===== src/rtl/alu_pkg.sv =====
// alu_pkg: opcodes, error codes, FSM states and instruction field offsets shared by dispatch and ALU
package alu_pkg;
  localparam logic [3:0] OPC_ADD  = 4'h0;
  localparam logic [3:0] OPC_SUB  = 4'h1;
  localparam logic [3:0] OPC_MULT = 4'h2;
  localparam logic [3:0] OPC_AND  = 4'h3;
  localparam logic [3:0] OPC_DIV  = 4'h4;
  localparam logic [3:0] OPC_MOD  = 4'h5;
  localparam logic [3:0] OPC_LT   = 4'h6;
  localparam logic [3:0] OPC_LE   = 4'h7;
  localparam logic [3:0] OPC_NOP  = 4'h8;
  localparam logic [1:0] ERR_NONE    = 2'b00;
  localparam logic [1:0] ERR_DIV0    = 2'b01;
  localparam logic [1:0] ERR_ILLEGAL = 2'b10;
  localparam int OPC_LSB = 12;
  localparam int RD_LSB  = 9;
  localparam int RS1_LSB = 6;
  localparam int RS2_LSB = 3;
  typedef enum logic [1:0] {S_IDLE, S_EXEC, S_WB, S_ERR} state_t;
endpackage


===== src/rtl/alu_dispatch_if.sv =====
// alu_dispatch_if: instruction, load, ALU and result/error signals of the dispatcher
interface alu_dispatch_if #(parameter int DATA_W = 16, parameter int AW = 3, parameter int OPC_W = 4);
  logic              in_valid;
  logic              in_ready;
  logic [15:0]       in_instr;
  logic              wr_en;
  logic [AW-1:0]     wr_addr;
  logic [DATA_W-1:0] wr_data;
  logic              wr_ready;
  logic [OPC_W-1:0]  alu_operator;
  logic [DATA_W-1:0] alu_op1;
  logic [DATA_W-1:0] alu_op2;
  logic [DATA_W-1:0] alu_out;
  logic              res_valid;
  logic [DATA_W-1:0] res_data;
  logic [AW-1:0]     res_rd;
  logic              err_valid;
  logic [1:0]        err_code;
  logic              busy;
  logic [15:0]       op_count;
  modport slave (
    input  in_valid, in_instr, wr_en, wr_addr, wr_data, alu_out,
    output in_ready, wr_ready, alu_operator, alu_op1, alu_op2,
           res_valid, res_data, res_rd, err_valid, err_code, busy, op_count
  );
  modport master (
    output in_valid, in_instr, wr_en, wr_addr, wr_data, alu_out,
    input  in_ready, wr_ready, alu_operator, alu_op1, alu_op2,
           res_valid, res_data, res_rd, err_valid, err_code, busy, op_count
  );
endinterface


===== src/rtl/alu_regfile.sv =====
// alu_regfile: NREG x DATA_W register file, one write port, two async read ports, async clear
module alu_regfile #(parameter int DATA_W = 16, parameter int NREG = 8, parameter int AW = 3) (
  input  logic              clk,
  input  logic              rst,
  input  logic              we,
  input  logic [AW-1:0]     waddr,
  input  logic [DATA_W-1:0] wdata,
  input  logic [AW-1:0]     ra1,
  input  logic [AW-1:0]     ra2,
  output logic [DATA_W-1:0] rd1,
  output logic [DATA_W-1:0] rd2
);
  logic [DATA_W-1:0] mem [NREG];
  always_ff @(posedge clk or posedge rst)
    if (rst) mem <= '{default: '0};
    else if (we) mem[waddr] <= wdata;
  assign rd1 = mem[ra1];
  assign rd2 = mem[ra2];
endmodule


===== src/rtl/alu_dispatch.sv =====
// alu_dispatch: accepts ALU instructions, fetches operands, drives the ALU and writes results back
module alu_dispatch import alu_pkg::*; #(
  parameter int DATA_W = 16,
  parameter int NREG   = 8,
  parameter int AW     = 3,
  parameter int OPC_W  = 4
) (
  input logic clk,
  input logic rst,
  alu_dispatch_if.slave bus
);
  state_t state, nxt;
  logic [3:0] opc, in_opc;
  logic [AW-1:0] rd, res_rd_q;
  logic [DATA_W-1:0] op1_q, op2_q, rd1, rd2, res_q;
  logic [1:0] ecode, ecode_nxt;
  logic [15:0] cnt;
  logic accept, exec, wb, div0;
  assign in_opc = bus.in_instr[OPC_LSB +: 4];
  assign accept = bus.in_valid && state == S_IDLE;
  assign exec = state == S_EXEC;
  assign wb = state == S_WB;
  assign div0 = (opc == OPC_DIV || opc == OPC_MOD) && op2_q == '0;
  assign ecode_nxt = (state == S_IDLE) ? ERR_ILLEGAL : ERR_DIV0;
  always_comb begin
    nxt = state;
    case (state)
      S_IDLE:  nxt = accept ? (in_opc[3] ? S_ERR : S_EXEC) : S_IDLE;
      S_EXEC:  nxt = div0 ? S_ERR : S_WB;
      default: nxt = S_IDLE;
    endcase
  end
  always_ff @(posedge clk or posedge rst)
    if (rst) begin
      state    <= S_IDLE;
      opc      <= '0;
      rd       <= '0;
      op1_q    <= '0;
      op2_q    <= '0;
      res_q    <= '0;
      res_rd_q <= '0;
      ecode    <= ERR_NONE;
      cnt      <= '0;
    end else begin
      state <= nxt;
      if (accept) begin
        opc   <= in_opc;
        rd    <= bus.in_instr[RD_LSB +: AW];
        op1_q <= rd1;
        op2_q <= rd2;
      end
      // a zero-divisor result is dropped here so res_data keeps its previous value
      if (exec && nxt == S_WB) begin
        res_q    <= bus.alu_out;
        res_rd_q <= rd;
      end
      if (nxt == S_ERR) ecode <= ecode_nxt;
      if (wb) cnt <= cnt + 16'd1;
    end
  alu_regfile #(.DATA_W(DATA_W), .NREG(NREG), .AW(AW)) u_rf (
    .clk   (clk),
    .rst   (rst),
    .we    (wb || (bus.wr_en && bus.wr_ready)),
    .waddr (wb ? res_rd_q : bus.wr_addr),
    .wdata (wb ? res_q : bus.wr_data),
    .ra1   (bus.in_instr[RS1_LSB +: AW]),
    .ra2   (bus.in_instr[RS2_LSB +: AW]),
    .rd1   (rd1),
    .rd2   (rd2)
  );
  assign bus.in_ready     = state == S_IDLE;
  assign bus.busy         = state != S_IDLE;
  assign bus.wr_ready     = !wb;
  assign bus.alu_operator = exec ? OPC_W'(opc) : OPC_W'(OPC_NOP);
  assign bus.alu_op1      = exec ? op1_q : '0;
  assign bus.alu_op2      = exec ? op2_q : '0;
  assign bus.res_valid    = wb;
  assign bus.res_data     = res_q;
  assign bus.res_rd       = res_rd_q;
  assign bus.err_valid    = state == S_ERR;
  assign bus.err_code     = ecode;
  assign bus.op_count     = cnt;
endmodule


===== src/flat_wrapper.sv =====
// flat-port wrapper written by rule: the top's interface ports become plain ports
module alu_dispatch_flat import alu_pkg::*;
#(
  parameter int DATA_W = 16,
  parameter int NREG   = 8,
  parameter int AW     = 3,
  parameter int OPC_W  = 4
)
  (clk, rst, bus_in_valid, bus_in_instr, bus_wr_en, bus_wr_addr, bus_wr_data, bus_alu_out, bus_in_ready, bus_wr_ready, bus_alu_operator, bus_alu_op1, bus_alu_op2, bus_res_valid, bus_res_data, bus_res_rd, bus_err_valid, bus_err_code, bus_busy, bus_op_count);
  alu_dispatch_if #(.DATA_W(DATA_W), .AW(AW), .OPC_W(OPC_W)) bus_i ();
  input logic clk;
  input logic rst;
  input wire logic [$bits(bus_i.in_valid)-1:0] bus_in_valid;
  input wire logic [$bits(bus_i.in_instr)-1:0] bus_in_instr;
  input wire logic [$bits(bus_i.wr_en)-1:0] bus_wr_en;
  input wire logic [$bits(bus_i.wr_addr)-1:0] bus_wr_addr;
  input wire logic [$bits(bus_i.wr_data)-1:0] bus_wr_data;
  input wire logic [$bits(bus_i.alu_out)-1:0] bus_alu_out;
  output wire logic [$bits(bus_i.in_ready)-1:0] bus_in_ready;
  output wire logic [$bits(bus_i.wr_ready)-1:0] bus_wr_ready;
  output wire logic [$bits(bus_i.alu_operator)-1:0] bus_alu_operator;
  output wire logic [$bits(bus_i.alu_op1)-1:0] bus_alu_op1;
  output wire logic [$bits(bus_i.alu_op2)-1:0] bus_alu_op2;
  output wire logic [$bits(bus_i.res_valid)-1:0] bus_res_valid;
  output wire logic [$bits(bus_i.res_data)-1:0] bus_res_data;
  output wire logic [$bits(bus_i.res_rd)-1:0] bus_res_rd;
  output wire logic [$bits(bus_i.err_valid)-1:0] bus_err_valid;
  output wire logic [$bits(bus_i.err_code)-1:0] bus_err_code;
  output wire logic [$bits(bus_i.busy)-1:0] bus_busy;
  output wire logic [$bits(bus_i.op_count)-1:0] bus_op_count;
  assign bus_i.in_valid = bus_in_valid;
  assign bus_i.in_instr = bus_in_instr;
  assign bus_i.wr_en = bus_wr_en;
  assign bus_i.wr_addr = bus_wr_addr;
  assign bus_i.wr_data = bus_wr_data;
  assign bus_i.alu_out = bus_alu_out;
  assign bus_in_ready = bus_i.in_ready;
  assign bus_wr_ready = bus_i.wr_ready;
  assign bus_alu_operator = bus_i.alu_operator;
  assign bus_alu_op1 = bus_i.alu_op1;
  assign bus_alu_op2 = bus_i.alu_op2;
  assign bus_res_valid = bus_i.res_valid;
  assign bus_res_data = bus_i.res_data;
  assign bus_res_rd = bus_i.res_rd;
  assign bus_err_valid = bus_i.err_valid;
  assign bus_err_code = bus_i.err_code;
  assign bus_busy = bus_i.busy;
  assign bus_op_count = bus_i.op_count;
  alu_dispatch #(.DATA_W(DATA_W), .NREG(NREG), .AW(AW), .OPC_W(OPC_W)) u_core (.clk(clk), .rst(rst), .bus(bus_i));
endmodule

===== config.mk =====
export PLATFORM = sky130hd
export DESIGN_NAME = alu_dispatch_flat
export DESIGN_NICKNAME = d
export VERILOG_FILES = /design/src/rtl/alu_pkg.sv /design/src/rtl/alu_dispatch_if.sv /design/src/rtl/alu_regfile.sv /design/src/rtl/alu_dispatch.sv /design/src/flat_wrapper.sv
export SDC_FILE = /design/constraint.sdc
export NUM_CORES = 1
export LEC_CHECK = 0
export CAP_MARGIN = 5
export CORE_UTILIZATION = 56
export CTS_CLUSTER_SIZE = 20
export DETAILED_ROUTE_END_ITERATION = 8
export GPL_TIMING_DRIVEN = 0
export PLACE_DENSITY = 0.83
export SYNTH_ARGS = -nofsm -noshare
export SYNTH_HDL_FRONTEND = slang
export SYNTH_SLANG_ARGS = --single-unit
export TNS_END_PERCENT = 50

===== constraint.sdc =====
create_clock -name clk -period 8.9 [get_ports clk]
set_input_delay 0.89 -clock clk [delete_from_list [all_inputs] [get_ports clk]]
set_output_delay 0.89 -clock clk [all_outputs]
set_load 0.01 [all_outputs]

### Word-level counts from Yosys, hierarchy flattened

Index checks and enable logic that the tools add are counted.

* output and inout port bits: 78
* flip-flop bits (word level): 206
* input bits: 55
* latch bits: 0
* memories kept: 0
* bits in writable memories: 0
* bits in read-only memories: 0

* div/mod/pow operators: 0
* multiply operators: 0
* shifts and indexed selects: 0
* equal/unequal tests: 7
* muxes and demuxes: 19
* reduce and logical (&&, ||, !) cells: 11
* bitwise logic cells: 3
* add/subtract/negate cells: 1
* order comparisons: 4

Operators by type and width (count)
* 128-bit bitwise mux: 1
* 16-bit 2-to-1 mux: 8
* 16-bit binary-select mux with 3-bit select: 2
* 16-bit demux with 3-bit select: 1
* 16-bit by 1-bit adder with 16-bit output (second input constant): 1
* 16-bit zero test: 1
* 4-bit >= comparator (second input constant): 3
* 3-bit NOT with 4-bit output: 3
* 2-bit equality test (second input constant): 4
* 4-bit by 3-bit equality test with 1-bit output (second input constant): 2
* 2-bit 2-to-1 mux: 3
* 1-bit logical AND: 5
* 4-bit by 1-bit < comparator with 1-bit output (second input constant): 1
* 4-bit 2-to-1 mux: 1
* 2-bit one-hot mux with 2 select lines: 1
* 3-bit 2-to-1 mux: 1
* 2-bit by 1-bit equality test with 1-bit output (second input constant): 1
* 2-bit zero test: 1
* 1-bit logical OR: 2
* 2-bit nonzero test: 1
* 1-bit zero test: 1
* 1-bit 2-to-1 mux: 1

### Logic depth before layout (Yosys ltp)

* depth in word-level cells: 8
* mapped depth: 8

### By module

Synthesis repeated with hierarchy kept, for this count alone.

* cells, all modules: 709
* area total of the unflattened synthesis: 10662.7 µm²

Modules (own cells, without submodules)
* alu_regfile: seq. area each 3203.1 µm², instances 1, area an instance 7036.7 µm², cells an instance 396
* alu_dispatch: seq. area each 1951.9 µm², instances 1, area an instance 3626.0 µm², cells an instance 313

### Worst setup path before layout

No wires, ideal clock.

* kind: input -> register
* start: in bus_in_instr[6]
* end: reg u_core.op1_q[0]
* cell stages on the path: 5
* arrival: 2128 ps
* setup time: 137 ps
* path buffers: 2
* setup slack: 6635 ps
* required time: 8763 ps
* path through: clkbuf_1 -> buf_2 -> mux4_2 -> mux2i_1 -> a21oi_1

* cells in the longest elaborated chain, start to end: 4

Ends and longest elaborated chain
* from (decl): RTL line flat_wrapper.sv:14 `input wire logic [$bits(bus_i.in_instr)-1:0] bus_in_instr;`
* 3-bit NOT with 4-bit output (implied by the code): RTL line alu_regfile.sv:17 `assign rd1 = mem[ra1];`
* 16-bit binary-select mux with 3-bit select: RTL line alu_regfile.sv:17
* 16-bit 2-to-1 mux (implied by the code) (2 in series): RTL line alu_regfile.sv:17
* to (signal assigned): RTL line alu_dispatch.sv:49 `op1_q <= rd1;`
* to (decl): RTL line alu_dispatch.sv:15 `logic [DATA_W-1:0] op1_q, op2_q, rd1, rd2, res_q;`

Every way passes these cells. The select of a mux whose other input is x is not followed.
A chain may end at the register's enable or synchronous reset.

### Final worst setup path

* start: reg u_core.state[1]
* end: out bus_wr_ready

* cells in the longest elaborated chain, start to end: 2

Ends and longest elaborated chain
* from (decl): RTL line alu_dispatch.sv:12 `state_t state, nxt;`
* from (signal assigned): RTL line alu_dispatch.sv:45 `state <= nxt;`
* 2-bit equality test: RTL line alu_dispatch.sv:22 `assign wb = state == S_WB;`
* 1-bit zero test: RTL line alu_dispatch.sv:73 `assign bus.wr_ready = !wb;`
* to (decl): RTL line flat_wrapper.sv:20 `output wire logic [$bits(bus_i.wr_ready)-1:0] bus_wr_ready;`

Every way passes these cells.

==> flow_summary.yaml <==
clocking:
  cts.path.max_buffers: 3
  cts-resized-gates: 0
  cts_tree: "built"
  clock_latency_ps: 510
  htree_levels: 1
  cts-root-buf: "clkbuf_16"
  ctsHoldBuffers: 0
  post_cts_buffers: 0
  cts_sinks: 206
  cts_buffers: 22
  cts.reportedPaths.clkPinSlew_ps: 60
routing:
  drc: 0
  routedWlPerCell_um: 21.0
  vias: 6767
  drtIter0Drc: 522
  postRouteAntennaNets: 0
  routed_wl_um: 24000
  first_pass_iters: 5
  routed_via_density: 5.94
flow_run:
  cap_violations: 0
sta:
  finalHoldViolCount: 0
  fin_crit_sh_pct: 40.2
  slew_headroom_pct: 42.2
  fin_worst_skew_ps: 23.3
  setup_viol: 0
  fmax_ghz: 0.279
  drv_slew: 0
  rsz0062_at_grt: "no"
  min_period_ps: 3580
  setup_slack_ps: 5320
  worstMarginPinSlew_ps: 867
cells_and_area:
  final_nets: 951
  syn_to_final_growth_pct: 22.4
  fin_area_um2: 12600
  num-fill-cells: 1267
  layout-drive-gt1-share_pct: 31.3
  final_util_pct: 70.1
  stdcell_count: 1139
  diodes: 0
die:
  ioPinCount: 133
  dieArea_um2: 18900
  rows: 49
  fp.dieH_um: 138
  dieWidth_um: 138
  core-area_um2: 18000
  start_util_pct: 57.3
pwr:
  comb_power_share_pct: 35.6
  p_int_uw: 2790
  ir_drop_uv: 188
  p_sw_share_pct: 31.6
  finalPower_uw: 4080
  power.density_nw_per_um2: 324
  power.switching_uw: 1290
  pwr-share-clk_pct: 22.6
  leakagePower_uw: 0.00541
  p_seq_share_pct: 41.8
place:
  place_inst: 1100
  dp_hpwl_um: 16600
  portBuffers: 125
  preCtsSetupSlack_ps: 5800
  gp_congestion: 0.801
  place_area_um2: 11900
global_route:
  grt_pass1_vias: 6908
  grt_start_max_net_pins: 134
  antenna_found_initial: 0
  grt_remaining_overflow: 0
  grt_pass1_wl_um: 38500
  grt_usage_pct: 27.2
yosys:
  yosys_warnings: 0
  yosysSeqAreaShare_pct: 50.1
  synth_async_sr_flop_share_pct: 100
  yosys_most_used_dff: "dfrtp_1"
  muxShareOfSynthArea_pct: 34.7
  yosys.area_share.simple_pct: 8.27
  synth.distinct_cells: 42
  synthCells: 745
  synthAdderAreaFrac_pct: 0.122
  synth_xor_area_share_pct: 1.28
  syn_nets: 801
  synth_area_per_cell_um2: 13.8
  synth_seq_cells: 206
  synth_edf_count: 0
  synth-compound-area-share_pct: 2.49
  synth_top_family_by_area: "multiplexers"
  netlist_area_um2: 10300
setup_path:
  r2r_start: "u_core.op2_q[1]"
  critPathArrivalTime_ps: 2690
  cp_cell_sequence: "nand2b_1 -> buf_6 -> clkbuf_1 -> clkbuf_1 -> clkdlybuf4s50_1"
  slowest_delay_ps: 650
  crit_start: "u_core.state[1]"
  r2r_end: "u_core.bus.res_data[11]"
  cp-start-kind: "flop"
  worstPathMaxFanout: 10
  crit_path_frequent_cell: "clkbuf_1"
  endpoint: "bus_wr_ready"
  regToRegSetupSlack_ps: 6440
  slowest_stage: "clkdlybuf4s50_1"
  required_ps: 8010
  end_kind: "primary output"
  path_class: "reg -> out"
  reg2reg_depth: 5
outcome:
  outcome: "completed"
hold_path:
  hold_class: "reg -> reg"
[per-layer routing]
| layer | GRT usage (%) | part of all wire, % |
|---|---|---|
| met2 | 43.4 | 48 |
| met5 | 0 | 0 |
| met3 | 3.97 | 6.1 |
| met4 | 7.75 | 2.0 |
| met1 | 39.1 | 44 |
[metrics by stage]
step           hold WS [ps]  setup TNS, ps
6_report                487              0
5_1_grt                 497              0
4_1_cts                 492              0
3_5_place_dp            470              0
3_3_place_gp            464         -11580
2_1_floorplan           472              0
[area by class of cell]
| class | instances | area, um2 | share of cell area [%] |
|---|---|---|---|
| repair buffers | 126 | 1280 | 10.2 |
| flip-flops and latches | 206 | 5150 | 40.9 |
| clock buffers | 30 | 632 | 5.02 |
| plain buffers | 49 | 280 | 2.23 |
| inverters | 7 | 33.8 | 0.268 |
| clock inverters | 9 | 97.6 | 0.775 |
| multi-input cells | 483 | 4830 | 38.3 |
| well taps | 229 | 287 | 2.28 |
[Yosys cell counts (3+ instances only)]
master / number / area share [%]
mux2i_1: 32 / 3.1
and2_1: 37 / 2.3
nor2_1: 39 / 1.4
nand3_1: 8 / 0.39
mux2_4: 21 / 3.1
buf_2: 12 / 0.58
nor2_2: 4 / 0.24
xor2_1: 5 / 0.43
inv_1: 7 / 0.26
dfrtp_1: 206 / 50
a31oi_1: 3 / 0.18
buf_4: 3 / 0.22
buf_1: 9 / 0.33
mux2_2: 133 / 15
xnor2_1: 10 / 0.85
nand2_1: 59 / 2.2
buf_6: 5 / 0.55
nand2b_1: 4 / 0.24
clkbuf_1: 18 / 0.66
mux4_2: 64 / 14
nor4_1: 5 / 0.30
a21oi_1: 34 / 1.7
[critical path: cells and delay by family (launching register included)]
| kind | cells | cell delay, ps |
|---|---|---|
| flip-flops | 1 | 370 |
| AND/OR/NAND/NOR | 1 | 140 |
| buffers and inverters | 4 | 1680 |
[sequential cells by signal, indices dropped and copies added (netlist names), 3 cells and up]
signal,cells
u_core.bus.res_rd,3
u_core.opc,4
u_core.op1_q,16
u_core.rd,3
u_core.bus.op_count,16
u_core.u_rf.mem,128
u_core.op2_q,16
u_core.bus.res_data,16
[worst min-delay path by stage]
stage	startpoint	endpoint	slack, ps	cells after the start
2_1_floorplan	u_core.opc[0]	u_core.opc[0]	470	1
3_3_place_gp	u_core.bus.op_count[15]	u_core.bus.op_count[15]	460	1
3_5_place_dp	u_core.bus.op_count[15]	u_core.bus.op_count[15]	470	1
4_1_cts	u_core.bus.op_count[15]	u_core.bus.op_count[15]	490	1
5_1_grt	u_core.bus.op_count[15]	u_core.bus.op_count[15]	500	1
6_report	u_core.bus.op_count[15]	u_core.bus.op_count[15]	490	1
[power by group through the flow]
| stage | Combinational [uW] | Clock (uW) | Sequential [uW] |
|---|---|---|---|
| 2_1_floorplan | 985 | 0 | 1620 |
| 3_3_place_gp | 1390 | 0 | 1670 |
| 3_5_place_dp | 1440 | 0 | 1700 |
| 4_1_cts | 1450 | 936 | 1700 |
| 5_1_grt | 1560 | 973 | 1760 |
| 6_report | 1450 | 922 | 1710 |
[cell families (layout without fill, tap and decap cells)]
family | count (synthesis) | in the layout
XOR/XNOR | 15 | 15
AND/OR/NAND/NOR | 173 | 173
AO/OA/AOI/OAI | 44 | 44
adder cells (fa/ha/maj) | 1 | 1
buffers and inverters | 56 | 221
multiplexers | 250 | 250
flip-flops | 206 | 206
[cell usage in the layout, fill, tap and decap left out, types with 6 or more instances in the layout]
cell,synthesis,final
nor2_1,39,39
mux2_4,21,21
clkbuf_1,18,22
nand3_1,8,8
dfrtp_1,206,206
xnor2_1,10,10
mux2i_1,32,32
and2_1,37,37
mux2_2,133,133
a21oi_1,34,34
inv_1,7,6
nand2_1,59,59
mux4_2,64,64
clkinv_2,0,6
clkdlybuf4s50_1,0,125
clkbuf_16,0,23
buf_1,9,9
buf_2,12,12
(Power assumes the default switching activity.)
